File: src/rtl/qerv_dbus_lsu_if.sv
// Wishbone-classic data-bus bundle between the load/store unit (master)
// and the memory side (slave).
interface qerv_dbus_lsu_if;
  logic [31:0] adr;
  logic [31:0] dat;
  logic [3:0]  sel;
  logic        we;
  logic        cyc;
  logic        ack;
  logic [31:0] rdt;

  modport master (
    output adr, dat, sel, we, cyc,
    input  ack, rdt
  );

  modport slave (
    input  adr, dat, sel, we, cyc,
    output ack, rdt
  );
endinterface

File: src/rtl/qerv_dbus_lsu.sv
// Bit-serial load/store unit: gathers store data W bits per beat, runs one
// Wishbone-classic cycle, then aligns/extends load data and streams it back.
module qerv_dbus_lsu #(
  parameter int W = 1
) (
  input  logic             i_clk,
  input  logic             i_rst,
  input  logic             i_start,
  input  logic             i_we,
  input  logic [1:0]       i_size,
  input  logic             i_signed,
  input  logic [1:0]       i_lsb,
  input  logic [31:0]      i_adr,
  input  logic             i_en,
  input  logic [W-1:0]     i_rs2,
  output logic [W-1:0]     o_rd,
  output logic             o_busy,
  output logic             o_done,
  output logic             o_trap,
  qerv_dbus_lsu_if.master  dbus
);

  localparam int BEATS = 32 / W;
  localparam int CW    = $clog2(BEATS);
  localparam logic [CW-1:0] LAST = CW'(BEATS - 1);

  typedef enum logic [1:0] {IDLE, COLLECT, BUS, RETURN} state_t;

  state_t        state_reg, state_next;
  logic [CW-1:0] cnt_reg, cnt_next;
  logic          we_reg, we_next;
  logic [1:0]    size_reg, size_next;
  logic          signed_reg, signed_next;
  logic [1:0]    lsb_reg, lsb_next;
  logic [31:0]   wdata_reg, wdata_next;
  logic [31:0]   rdata_reg, rdata_next;
  logic          done_reg, done_next;
  logic          trap_reg, trap_next;
  logic [31:0]   adr_reg, adr_next;
  logic [31:0]   dat_reg, dat_next;
  logic [3:0]    sel_reg, sel_next;
  logic          bus_we_reg, bus_we_next;
  logic          cyc_reg, cyc_next;

  logic [31:0]   wdata_shift;
  logic [31:0]   store_word;
  logic [31:0]   aligned;
  logic [31:0]   load_word;

  function automatic logic [3:0] lane_sel(input logic [1:0] size, input logic [1:0] lsb);
    if (size[1])      return 4'b1111;
    else if (size[0]) return lsb[1] ? 4'b1100 : 4'b0011;
    else              return 4'b0001 << lsb;
  endfunction

  function automatic logic misaligned(input logic [1:0] size, input logic [1:0] lsb);
    if (size[1])      return lsb != 2'b00;
    else if (size[0]) return lsb[0];
    else              return 1'b0;
  endfunction

  // The last collected beat is folded in before formatting, so the bus data
  // is ready in the same edge that enters BUS.
  assign wdata_shift = {i_rs2, wdata_reg[31:W]};

  genvar gi;
  generate
    for (gi = 0; gi < 4; gi++) begin : g_lane
      assign store_word[8*gi +: 8] = size_reg[1] ? wdata_shift[8*gi +: 8] :
                                     size_reg[0] ? wdata_shift[8*(gi%2) +: 8] :
                                                   wdata_shift[7:0];
    end
  endgenerate

  assign aligned   = dbus.rdt >> {lsb_reg, 3'b000};
  assign load_word = size_reg[1] ? aligned :
                     size_reg[0] ? {{16{signed_reg & aligned[15]}}, aligned[15:0]} :
                                   {{24{signed_reg & aligned[7]}},  aligned[7:0]};

  always_ff @(posedge i_clk or posedge i_rst) begin
    if (i_rst) begin
      state_reg  <= IDLE;
      cnt_reg    <= '0;
      we_reg     <= 1'b0;
      size_reg   <= 2'b00;
      signed_reg <= 1'b0;
      lsb_reg    <= 2'b00;
      wdata_reg  <= '0;
      rdata_reg  <= '0;
      done_reg   <= 1'b0;
      trap_reg   <= 1'b0;
      adr_reg    <= '0;
      dat_reg    <= '0;
      sel_reg    <= '0;
      bus_we_reg <= 1'b0;
      cyc_reg    <= 1'b0;
    end else begin
      state_reg  <= state_next;
      cnt_reg    <= cnt_next;
      we_reg     <= we_next;
      size_reg   <= size_next;
      signed_reg <= signed_next;
      lsb_reg    <= lsb_next;
      wdata_reg  <= wdata_next;
      rdata_reg  <= rdata_next;
      done_reg   <= done_next;
      trap_reg   <= trap_next;
      adr_reg    <= adr_next;
      dat_reg    <= dat_next;
      sel_reg    <= sel_next;
      bus_we_reg <= bus_we_next;
      cyc_reg    <= cyc_next;
    end
  end

  always_comb begin
    state_next  = state_reg;
    cnt_next    = cnt_reg;
    we_next     = we_reg;
    size_next   = size_reg;
    signed_next = signed_reg;
    lsb_next    = lsb_reg;
    wdata_next  = wdata_reg;
    rdata_next  = rdata_reg;
    done_next   = 1'b0;
    trap_next   = 1'b0;
    adr_next    = adr_reg;
    dat_next    = dat_reg;
    sel_next    = sel_reg;
    bus_we_next = bus_we_reg;
    cyc_next    = cyc_reg;

    case (state_reg)
      IDLE: begin
        if (i_start) begin
          we_next     = i_we;
          size_next   = i_size;
          signed_next = i_signed;
          lsb_next    = i_lsb;
          cnt_next    = '0;
          if (misaligned(i_size, i_lsb)) begin
            trap_next = 1'b1;
          end else if (i_we) begin
            state_next = COLLECT;
          end else begin
            state_next  = BUS;
            adr_next    = i_adr;
            cyc_next    = 1'b1;
            bus_we_next = 1'b0;
            sel_next    = lane_sel(i_size, i_lsb);
          end
        end
      end
      COLLECT: begin
        if (i_en) begin
          wdata_next = wdata_shift;
          cnt_next   = cnt_reg + 1'b1;
          if (cnt_reg == LAST) begin
            state_next  = BUS;
            cnt_next    = '0;
            adr_next    = i_adr;
            cyc_next    = 1'b1;
            bus_we_next = 1'b1;
            sel_next    = lane_sel(size_reg, lsb_reg);
            dat_next    = store_word;
          end
        end
      end
      BUS: begin
        // Address and data stay parked after the cycle; only strobes drop.
        if (dbus.ack) begin
          cyc_next    = 1'b0;
          bus_we_next = 1'b0;
          sel_next    = 4'b0000;
          cnt_next    = '0;
          if (we_reg) begin
            state_next = IDLE;
            done_next  = 1'b1;
          end else begin
            state_next = RETURN;
            rdata_next = load_word;
          end
        end
      end
      RETURN: begin
        if (i_en) begin
          rdata_next = {{W{1'b0}}, rdata_reg[31:W]};
          cnt_next   = cnt_reg + 1'b1;
          if (cnt_reg == LAST) begin
            state_next = IDLE;
            cnt_next   = '0;
            done_next  = 1'b1;
          end
        end
      end
      default: state_next = IDLE;
    endcase
  end

  assign o_rd     = (state_reg == RETURN && i_en) ? rdata_reg[W-1:0] : '0;
  assign o_busy   = (state_reg != IDLE);
  assign o_done   = done_reg;
  assign o_trap   = trap_reg;
  assign dbus.adr = adr_reg;
  assign dbus.dat = dat_reg;
  assign dbus.sel = sel_reg;
  assign dbus.we  = bus_we_reg;
  assign dbus.cyc = cyc_reg;

endmodule

File: src/flat_wrapper.sv
// flat-port wrapper written by rule: the top's interface ports become plain ports
module qerv_dbus_lsu_flat 
#(
  parameter int W = 1
)
  (i_clk, i_rst, i_start, i_we, i_size, i_signed, i_lsb, i_adr, i_en, i_rs2, o_rd, o_busy, o_done, o_trap, dbus_adr, dbus_dat, dbus_sel, dbus_we, dbus_cyc, dbus_ack, dbus_rdt);
  qerv_dbus_lsu_if dbus_i ();
  input  logic i_clk;
  input  logic i_rst;
  input  logic i_start;
  input  logic i_we;
  input  logic [1:0] i_size;
  input  logic i_signed;
  input  logic [1:0] i_lsb;
  input  logic [31:0] i_adr;
  input  logic i_en;
  input  logic [W-1:0] i_rs2;
  output logic [W-1:0] o_rd;
  output logic o_busy;
  output logic o_done;
  output logic o_trap;
  output wire logic [$bits(dbus_i.adr)-1:0] dbus_adr;
  output wire logic [$bits(dbus_i.dat)-1:0] dbus_dat;
  output wire logic [$bits(dbus_i.sel)-1:0] dbus_sel;
  output wire logic [$bits(dbus_i.we)-1:0] dbus_we;
  output wire logic [$bits(dbus_i.cyc)-1:0] dbus_cyc;
  input wire logic [$bits(dbus_i.ack)-1:0] dbus_ack;
  input wire logic [$bits(dbus_i.rdt)-1:0] dbus_rdt;
  assign dbus_adr = dbus_i.adr;
  assign dbus_dat = dbus_i.dat;
  assign dbus_sel = dbus_i.sel;
  assign dbus_we = dbus_i.we;
  assign dbus_cyc = dbus_i.cyc;
  assign dbus_i.ack = dbus_ack;
  assign dbus_i.rdt = dbus_rdt;
  qerv_dbus_lsu #(.W(W)) u_core (.i_clk(i_clk), .i_rst(i_rst), .i_start(i_start), .i_we(i_we), .i_size(i_size), .i_signed(i_signed), .i_lsb(i_lsb), .i_adr(i_adr), .i_en(i_en), .i_rs2(i_rs2), .o_rd(o_rd), .o_busy(o_busy), .o_done(o_done), .o_trap(o_trap), .dbus(dbus_i));
endmodule
File: config.mk
export PLATFORM = sky130hd
export DESIGN_NAME = qerv_dbus_lsu_flat
export DESIGN_NICKNAME = d
export VERILOG_FILES = /design/src/rtl/qerv_dbus_lsu_if.sv /design/src/rtl/qerv_dbus_lsu.sv /design/src/flat_wrapper.sv
export SDC_FILE = /design/constraint.sdc
export NUM_CORES = 1
export LEC_CHECK = 0
export CAP_MARGIN = 20
export CORE_MARGIN = 2
export CORE_UTILIZATION = 45
export CTS_BUF_LIST = sky130_fd_sc_hd__clkbuf_16
export DETAILED_ROUTE_END_ITERATION = 6
export HOLD_SLACK_MARGIN = 0.08
export PLACE_DENSITY = 0.83
export SETUP_SLACK_MARGIN = 0.05
export SYNTH_ARGS = -nofsm -noshare
export SYNTH_HDL_FRONTEND = slang
export SYNTH_SLANG_ARGS = --single-unit
File: constraint.sdc
create_clock -name i_clk -period 6 [get_ports i_clk]
set_input_delay 0.6 -clock i_clk [delete_from_list [all_inputs] [get_ports i_clk]]
set_output_delay 0.6 -clock i_clk [all_outputs]
set_load 0.02 [all_outputs]
==> impl_metrics.json <==
{
  "path_class": "reg2out",
  "via_per_inst": 5.39,
  "ys_types": 42,
  "antenna_found_initial": 0,
  "clock-skew-final_ps": 7.57,
  "worst_slack_ps": 3110,
  "critPathCaptureType": "primary output",
  "start_kind": "flop",
  "clk_latency_ps": 420,
  "period_share_pct": 48.2,
  "die_w_um": 131,
  "synth.cell_area_um2": 7290,
  "cts_sinks": 148,
  "cts_tree": "done",
  "cts_root_buffer": "clkbuf_16",
  "post-cts-setup-buffers": 0,
  "required_ps": 5400,
  "final-seq-area_um2": 3700,
  "wirelength_um": 17000,
  "setup_tns_ps": 0,
  "hold_viol_final": 0,
  "ant_nets": 0,
  "synth_warnings": 0,
  "final_util_pct": 60.0,
  "drv_cap": 0,
  "cts_buffers": 17,
  "grt_max_degree": 109,
  "grtUsageTotal_pct": 20.2,
  "die-area_um2": 17200,
  "ys_ff_latch": 148,
  "wl_per_cell_um": 17.0,
  "multi_input_area_um2": 3380,
  "coreArea_um2": 15900,
  "fin_crit_ps": 2890,
  "clkTransAtPathRegs_ps": 60,
  "syn_inst": 630,
  "rows": 46,
  "leakagePower_nw": 4.25,
  "io_pins": 150,
  "rsz0062_at_grt": "no",
  "synth_nets": 713,
  "die_y_um": 131,
  "cp.arrival_ps": 2290,
  "first_pass_iters": 5,
  "path_max_fanout": 48,
  "vdd_ir_drop_max_v": 0.000267,
  "min-delay-start": "u_core.rdata_reg[0]",
  "drt_iter0_markers": 377,
  "port_buffers": 149,
  "initial_core_util_pct": 45.9,
  "r2r_start": "u_core.lsb_reg[0]",
  "antenna_cells": 0,
  "worst_slew_pin_slew_ps": 997,
  "drive_gt1_share_pct": 17.6,
  "clockBufferDepth": 2,
  "setup_viol": 0,
  "dp_slack_ps": 3150,
  "hp-class": "reg2reg",
  "ctsResizeCount": 0,
  "status": "complete, no violations",
  "fillCellCount": 1268,
  "holdBufCountCts": 0,
  "grt_pass1_wl_um": 27800,
  "area_delta_synth_final_pct": 30.7,
  "relSlewSlack_pct": 33.5,
  "vias": 5365,
  "fin_hold_ws_ps": 470,
  "h-tree-depth": 4,
  "grt_pass1_vias": 5401,
  "setup.worst_path.start": "u_core.state_reg[0]",
  "routabilityCongestion": 0.799,
  "power_density_nw_per_um2": 496,
  "remaining_drc_errors": 0,
  "dp_hpwl_um": 11600,
  "r2r_slack_ps": 3260,
  "p_total_mw": 4.73,
  "timing.fmax_ghz": 0.346,
  "syn_avg_cell_area_um2": 11.6,
  "layout.nets": 849,
  "grt_overflow_total": 0,
  "slew_viol_final": 0,
  "yosysSeqAreaShare_pct": 50.8
}
synthesized netlist by cell type:
| library cell | instances | share of area, % |
|---|---|---|
| ha_1 | 7 | 1.2 |
| nand4b_2 | 1 | 0.21 |
| buf_6 | 3 | 0.46 |
| and3_1 | 2 | 0.17 |
| mux2_4 | 30 | 6.2 |
| o2111ai_1 | 1 | 0.12 |
| nor3b_4 | 1 | 0.26 |
| buf_2 | 15 | 1.0 |
| nand2_1 | 58 | 3.0 |
| a21oi_1 | 26 | 1.8 |
| nand3_1 | 10 | 0.69 |
| o21ai_0 | 33 | 2.3 |
| a2111o_1 | 1 | 0.15 |
| nand4_1 | 1 | 0.086 |
| a211o_1 | 1 | 0.12 |
| a22oi_1 | 3 | 0.31 |
| nor2_1 | 20 | 1.0 |
| mux2_2 | 58 | 9.0 |
| a221oi_1 | 7 | 0.84 |
| clkbuf_1 | 18 | 0.93 |
| nor3_1 | 10 | 0.69 |
| mux2i_1 | 59 | 8.1 |
| nand2b_2 | 1 | 0.12 |
| o211ai_2 | 1 | 0.17 |
| and2_1 | 1 | 0.086 |
| inv_1 | 9 | 0.46 |
| o211ai_1 | 2 | 0.21 |
| o311ai_0 | 1 | 0.12 |
| or3b_2 | 2 | 0.24 |
| a311oi_1 | 1 | 0.12 |
| o22ai_1 | 8 | 0.69 |
| o31ai_1 | 14 | 1.4 |
| nor4b_4 | 1 | 0.33 |
| a211oi_1 | 9 | 0.93 |
| a32oi_1 | 1 | 0.12 |
| a31oi_1 | 7 | 0.60 |
| or2_2 | 4 | 0.34 |
| buf_1 | 3 | 0.15 |
| nand2b_1 | 27 | 2.3 |
| a22o_1 | 2 | 0.24 |
| dfrtp_1 | 148 | 51 |
| nor2b_1 | 23 | 2.0 |
layout by cell type, fill, tap and decap left out, drive strengths merged, types with 2 or more instances in the layout:
cell type      instances
a211oi                 9
a21oi                 26
a221oi                 7
a22o                   2
a22oi                  3
a31oi                  7
and3                   2
buf                    7
bufinv                 3
clkbuf                17
clkdlybuf4s50        149
clkinv                 8
dfrtp                148
ha                     7
inv                   12
mux2                  88
mux2i                 59
nand2                 58
nand2b                28
nand3                 10
nor2                  20
nor2b                 23
nor3                  10
o211ai                 3
o21ai                 33
o22ai                  8
o31ai                 14
or2                    4
or3b                   2
final timing paths:
path                                        end  cells past startpoint
setup / recovery                           o_rd                      4
hold / removal              u_core.rdata_reg[0]                      2
setup reg to reg           u_core.rdata_reg[28]                      5
hold reg to reg             u_core.rdata_reg[0]                      2
max in group asynchronous  u_core.rdata_reg[24]                      3
min in group asynchronous   u_core.dbus.adr[16]                      2
metal layers:
| metal | wire length (um) | share of wire [%] | GRT usage (%) |
|---|---|---|---|
| met1 | 7350 | 43 | 26.0 |
| met2 | 8590 | 51 | 33.9 |
| met3 | 702 | 4.1 | 4.05 |
| met4 | 316 | 1.9 | 7.25 |
| met5 | 0 | 0 | 0 |
final cells by class:
type | instances | share of cell area, %
well taps | 216 | 2.84
multi-input cells | 434 | 35.5
clock buffers | 17 | 4.46
flip-flops and latches | 148 | 38.9
repair buffers | 156 | 16.4
clock inverters | 15 | 1.56
inverters | 9 | 0.407
report_power, final:
group / internal [mW] / switching (mW)
clock: 0.641 / 0.397
combinational: 1.08 / 1.09
sequential: 1.30 / 0.228
total: 3.02 / 1.71
through the flow:
step,instance area [um2],std cells
after floorplan,7290,630
after global placement,8930,962
after detailed placement,8930,962
after CTS,9500,994
after global routing,9530,995
final,9530,995
cell families (layout without fill, tap and decap cells):
group	Yosys count	in the layout	synth area share, %
buf+inv	48	197	3.04
compound gates	118	118	10.2
simple gates	162	162	11.5
mux	147	147	23.2
fa+ha+maj	7	7	1.20
flops	148	148	50.8
critical path, cell delays in order, from the launching register on:
cell,delay (ps)
dfrtp_1,380
ha_2,170
buf_4,460
and3_1,250
clkdlybuf4s50_1,600
Note: power is estimated with default switching activity, not from simulation.
